### src/rtl/fifo_rd_burst_sched.sv
// fifo_rd_burst_sched: groups FWFT FIFO reads into bursts on a registered valid/ready stream,
// flushing a partial burst after TIMEOUT idle cycles.
module fifo_rd_burst_sched #(
  parameter int RD_WIDTH     = 32,
  parameter int RD_CNT_WIDTH = 4,
  parameter int BURST_LEN    = 4,
  parameter int TIMEOUT      = 16,
  parameter int TO_WIDTH     = 5
) (
  input  logic                    rd_clk,
  input  logic                    rd_rst_n,
  input  logic                    fifo_empty,
  input  logic [RD_CNT_WIDTH-1:0] rd_data_count,
  input  logic [RD_WIDTH-1:0]     fifo_rd_data,
  output logic                    fifo_rd_en,
  output logic                    m_valid,
  output logic [RD_WIDTH-1:0]     m_data,
  output logic                    m_last,
  input  logic                    m_ready,
  output logic                    burst_active,
  output logic                    flush_burst
);
  typedef enum logic [1:0] {IDLE, BURST, TAIL} state_t;
  localparam logic [RD_CNT_WIDTH-1:0] BL      = RD_CNT_WIDTH'(BURST_LEN);
  localparam logic [TO_WIDTH-1:0]     TO_LAST = TO_WIDTH'(TIMEOUT - 1);
  state_t                  state;
  logic [TO_WIDTH-1:0]     timer;
  logic [RD_CNT_WIDTH-1:0] beat, blen;
  logic                    pop, full, inc, last_beat;
  assign pop        = (state == BURST) && !fifo_empty && (!m_valid || m_ready);
  assign fifo_rd_en = pop;
  assign full       = rd_data_count >= BL;
  assign inc        = !fifo_empty && !full;
  assign last_beat  = beat == blen - RD_CNT_WIDTH'(1);
  always_ff @(posedge rd_clk or negedge rd_rst_n) begin
    if (!rd_rst_n) begin
      state        <= IDLE;
      timer        <= '0;
      beat         <= '0;
      blen         <= '0;
      m_valid      <= 1'b0;
      m_data       <= '0;
      m_last       <= 1'b0;
      burst_active <= 1'b0;
      flush_burst  <= 1'b0;
    end else begin
      if (pop) begin
        m_data  <= fifo_rd_data;
        m_valid <= 1'b1;
        m_last  <= last_beat;
        beat    <= beat + RD_CNT_WIDTH'(1);
      end else if (m_valid && m_ready) begin
        m_valid <= 1'b0;
        m_last  <= 1'b0;
      end
      case (state)
        IDLE: begin
          if (full) begin
            state        <= BURST;
            blen         <= BL;
            beat         <= '0;
            flush_burst  <= 1'b0;
            timer        <= '0;
            burst_active <= 1'b1;
          end else if (inc && timer == TO_LAST) begin
            state        <= BURST;
            blen         <= rd_data_count;
            beat         <= '0;
            flush_burst  <= 1'b1;
            timer        <= '0;
            burst_active <= 1'b1;
          end else if (inc) begin
            timer <= timer + TO_WIDTH'(1);
          end else begin
            timer <= '0;
          end
        end
        BURST: if (pop && last_beat) state <= TAIL;
        TAIL: begin
          if (m_valid && m_last && m_ready) begin
            state        <= IDLE;
            burst_active <= 1'b0;
            flush_burst  <= 1'b0;
          end
        end
        default: state <= IDLE;
      endcase
    end
  end
endmodule

### config.mk
export PLATFORM = sky130hd
export DESIGN_NAME = fifo_rd_burst_sched
export DESIGN_NICKNAME = d
export VERILOG_FILES = /design/src/rtl/fifo_rd_burst_sched.sv
export SDC_FILE = /design/constraint.sdc
export NUM_CORES = 1
export LEC_CHECK = 0
export CORE_ASPECT_RATIO = 1.75
export CORE_MARGIN = 2
export CORE_UTILIZATION = 45
export CTS_CLUSTER_DIAMETER = 150
export CTS_CLUSTER_SIZE = 16
export DETAILED_ROUTE_END_ITERATION = 6
export PLACE_DENSITY = 0.78
export SLEW_MARGIN = 20
export SYNTH_ARGS = -nofsm -noshare
export SYNTH_HDL_FRONTEND = slang
export SYNTH_SLANG_ARGS = --single-unit
### constraint.sdc
create_clock -name rd_clk -period 2.6 [get_ports rd_clk]
set_clock_uncertainty 0.2 [all_clocks]
set_input_delay 0.39 -clock rd_clk [delete_from_list [all_inputs] [get_ports rd_clk]]
set_output_delay 0.39 -clock rd_clk [all_outputs]
set_load 0.02 [all_outputs]
==> flow_results.xml <==
<?xml version="1.0" encoding="UTF-8"?>
<metrics>
  <group name="floorplanning">
    <metric name="floorplan.die_area" unit="sq um">5450</metric>
    <metric name="placementRows" unit="">33</metric>
    <metric name="top_level_ports" unit="">77</metric>
    <metric name="floorplan.die.width" unit="um">56.7</metric>
    <metric name="fp.dieH" unit="um">96.2</metric>
    <metric name="start_util" unit="%">46.8</metric>
    <metric name="coreArea" unit="sq um">4670</metric>
  </group>
  <group name="final_layout">
    <metric name="number_of_diodes" unit="">0</metric>
    <metric name="num-nets-final" unit="">297</metric>
    <metric name="areaGrowthSynthToFinish" unit="%">44.9</metric>
    <metric name="layout-drive-gt1-share" unit="%">11.4</metric>
    <metric name="num-fill-cells" unit="">349</metric>
  </group>
  <group name="drt">
    <metric name="drt_iter0_markers" unit="">23</metric>
    <metric name="dr_total_vias" unit="">1596</metric>
    <metric name="post-route-drc-count" unit="">0</metric>
    <metric name="detail_route.wirelength" unit="mm">4.71</metric>
    <metric name="dr.pass1.iters" unit="">4</metric>
    <metric name="route.detailed.vias_per_inst" unit="">5.22</metric>
    <metric name="route.antenna.remaining_nets" unit="">0</metric>
    <metric name="detail_route.wl_per_cell" unit="um">15.4</metric>
  </group>
  <group name="synthesis">
    <metric name="synth_async_sr_flop_share" unit="%">100</metric>
    <metric name="netlist_instances" unit="">168</metric>
    <metric name="synthesis.yosys.warnings" unit="">0</metric>
    <metric name="avgSynthCellArea" unit="sq um">13.0</metric>
    <metric name="synth_edf_count" unit="">0</metric>
    <metric name="cell_type_contributing_the_most_total_cell_area_after_synthesis" unit="">dfrtp_1</metric>
    <metric name="leading_cell_type_by_number_of_instances_after_synthesis" unit="">dfrtp_1</metric>
    <metric name="post_synth_most_frequent_cells" unit="">dfrtp_1, mux2_1, mux2_2, inv_1, nand2_1</metric>
    <metric name="synth.area.top_cells" unit="">dfrtp_1, mux2_1, mux2_2, ha_1, o31ai_1</metric>
    <metric name="netlist-cell-type-count" unit="">36</metric>
    <metric name="synth.ff_latch_count" unit="">51</metric>
    <metric name="synth_top_flop_cell" unit="">dfrtp_1</metric>
    <metric name="postSynthNetCount" unit="">212</metric>
    <metric name="netlist.area_leader.share" unit="%">58.4</metric>
    <metric name="fraction_of_the_yosys_area_taken_by_sequential_cells" unit="%">58.4</metric>
    <metric name="syn-cell-area" unit="sq um">2190</metric>
  </group>
  <group name="sta">
    <metric name="finalWorstPathRequiredPeriod" unit="ns">2.40</metric>
    <metric name="final.hold.worst_slack" unit="ns">0.290</metric>
    <metric name="timing.final.setup_violations" unit="">0</metric>
    <metric name="report.final.slew_viol_count" unit="">0</metric>
    <metric name="tns" unit="ns">0</metric>
    <metric name="final_hold_viols" unit="">0</metric>
    <metric name="rsz0062_at_grt" unit="">false</metric>
    <metric name="fmax" unit="MHz">417</metric>
    <metric name="max_slew.worst_pin.slew" unit="ns">0.555</metric>
    <metric name="post-route-period-util" unit="%">92.2</metric>
    <metric name="timing.final.ws_setup" unit="ns">0.202</metric>
    <metric name="maxSlewHeadroom" unit="%">63.0</metric>
  </group>
  <group name="power_and_ir_drop">
    <metric name="clockPowerShare" unit="%">18.0</metric>
    <metric name="p_seq_share" unit="%">39.0</metric>
    <metric name="pwr-share-comb" unit="%">42.9</metric>
    <metric name="internal_power" unit="W">0.00210</metric>
    <metric name="power.density" unit="nW/um^2">999</metric>
    <metric name="switching_power" unit="W">0.00107</metric>
    <metric name="irDropWorstVdd" unit="mV">0.844</metric>
    <metric name="total_power" unit="W">0.00317</metric>
    <metric name="switching_share" unit="%">33.8</metric>
    <metric name="p_leak" unit="nW">1.32</metric>
  </group>
  <group name="flow_run">
    <metric name="cap_viol_max_count" unit="">0</metric>
  </group>
  <group name="critical_path">
    <metric name="timing.setup.critical_path_class" unit="">in2out</metric>
    <metric name="endpoint_kind" unit="">output port</metric>
    <metric name="startpoint_type" unit="">input pin</metric>
    <metric name="worstPathRequired" unit="ns">2.01</metric>
    <metric name="critical_path.reg2reg.startpoint" unit="">timer[0]</metric>
    <metric name="worst-path-max-fanout" unit="">4</metric>
    <metric name="r2r_cells" unit="">6</metric>
    <metric name="r2r_setup_slack" unit="ns">0.44</metric>
    <metric name="reg2reg_to" unit="">blen[0]</metric>
    <metric name="crit_arrival" unit="ns">1.81</metric>
  </group>
  <group name="global_route">
    <metric name="pin_count_of_the_biggest_net_entering_global_routing" unit="">33</metric>
    <metric name="grt_overflow_total" unit="">0</metric>
    <metric name="grt.total_usage" unit="%">17.6</metric>
    <metric name="grt_pass1_vias" unit="">1635</metric>
    <metric name="grt_antenna_before_repair" unit="">0</metric>
    <metric name="global_route_wire_length_before_repair" unit="mm">7.36</metric>
  </group>
  <group name="clock_tree">
    <metric name="htreeDepth" unit="">2</metric>
    <metric name="clock_tree.root_cell" unit="">clkbuf_8</metric>
    <metric name="clock_latency" unit="ns">0.30</metric>
    <metric name="clock_path_buffers" unit="">2</metric>
    <metric name="cts-resized-gates" unit="">0</metric>
    <metric name="numCtsBuffers" unit="">5</metric>
    <metric name="cts_tree" unit="">done</metric>
    <metric name="worst_setup_hold_path_clk_slew" unit="ns">0.09</metric>
    <metric name="clock-sinks" unit="">51</metric>
  </group>
  <group name="min_path">
    <metric name="hold-path-endpoint" unit="">burst_active</metric>
    <metric name="instance_count_along_the_most_critical_hold_path" unit="">1</metric>
    <metric name="min-delay-start" unit="">burst_active</metric>
    <metric name="hold_path_class" unit="">reg2reg</metric>
  </group>
  <group name="status">
    <metric name="outcome" unit="">finished clean</metric>
  </group>
  <group name="place">
    <metric name="detailed_placement_wirelength_estimate" unit="mm">3.68</metric>
    <metric name="io_buffers" unit="">76</metric>
    <metric name="dp_slack" unit="ns">0.174</metric>
    <metric name="place.gp.congestion" unit="">0.852</metric>
  </group>
</metrics>
[critical path, stage by stage]
cell	delay (ns)
clkdlybuf4s50_1	0.51
nand2b_1	0.14
nand2_1	0.07
inv_1	0.06
clkdlybuf4s50_1	0.64
[logic make-up after synthesis]
group	after synthesis	synth area share, %
flops	51	58.4
simple gates	37	9.90
mux	32	16.5
compound gates	27	8.41
buf+inv	11	2.12
xor+xnor	6	2.40
fa+ha+maj	4	2.29
[final cells by class]
class	count	area, sq um	share of cell area, %
inverters	7	26.3	0.829
well taps	52	65.1	2.05
repair buffers	82	816	25.8
clock inverters	2	38.8	1.22
flip-flops and latches	51	1280	40.3
clock buffers	6	82.6	2.61
multi-input cells	106	863	27.3
[through the flow]
stage | utilization (%) | instance area [sq um] | std cells
finish | 67.9 | 3170 | 306
global route | 67.9 | 3170 | 306
CTS | 67.9 | 3170 | 306
detailed placement | 65.1 | 3040 | 297
global placement | 65.1 | 3040 | 297
floorplan | - | 2190 | 168
[layer usage]
metal,GRT usage [%],up-vias,wire length [um]
li1,-,777,-
met1,18.0,771,1680
met2,34.7,40,2760
met3,3.09,8,178
met4,6.94,0,87
met5,0,-,0
[sequential cells by signal, summed over array words and instances, names as in the netlist, 2 cells and up]
register  cells
m_data       32
beat          4
timer         5
state         2
blen          4
[power by group through the flow]
stage	sequential, W	clock (W)	combinational, W
after floorplan	0.00153	0	0.000414
after global placement	0.00124	0	0.00136
after detailed placement	0.00125	0	0.00138
after CTS	0.00124	0.000587	0.00138
after global routing	0.00128	0.000621	0.00145
final	0.00124	0.000571	0.00136
[placed cells by master (no fill, tap or decap), types with 2 or more instances in the layout]
cell and n:
a21oi_1 6, nor3_1 2, or4_1 3, a21o_1 2, nor2_1 3, mux2_1 20
xnor2_1 4, buf_4 4, clkbuf_8 6, nand3_1 5, mux2_2 12, nand2_1 7
xor2_1 2, a22o_1 2, nand2b_1 3, clkdlybuf4s50_1 75, inv_1 7, o31a_1 2
dfrtp_1 51, o31ai_1 6, or3_1 2, nor2b_1 2, o21ai_0 5, ha_1 4
[repair_timing]
item / 4_1_cts / 5_1_grt
hold endpoints to repair: 23 / 0
buffers inserted: 0 / 0
hold buffers: 1 / 0
[worst max path at each step]
stage          startpoint    endpoint  cells past startpoint
6_report          m_ready  fifo_rd_en                      5
5_1_grt          state[0]  fifo_rd_en                      4
4_1_cts           m_ready  fifo_rd_en                      5
3_5_place_dp   fifo_empty  fifo_rd_en                      5
3_3_place_gp   fifo_empty  fifo_rd_en                      5
2_1_floorplan    timer[0]    timer[4]                      6
No activity file was read; power rests on OpenSTA's default activity.
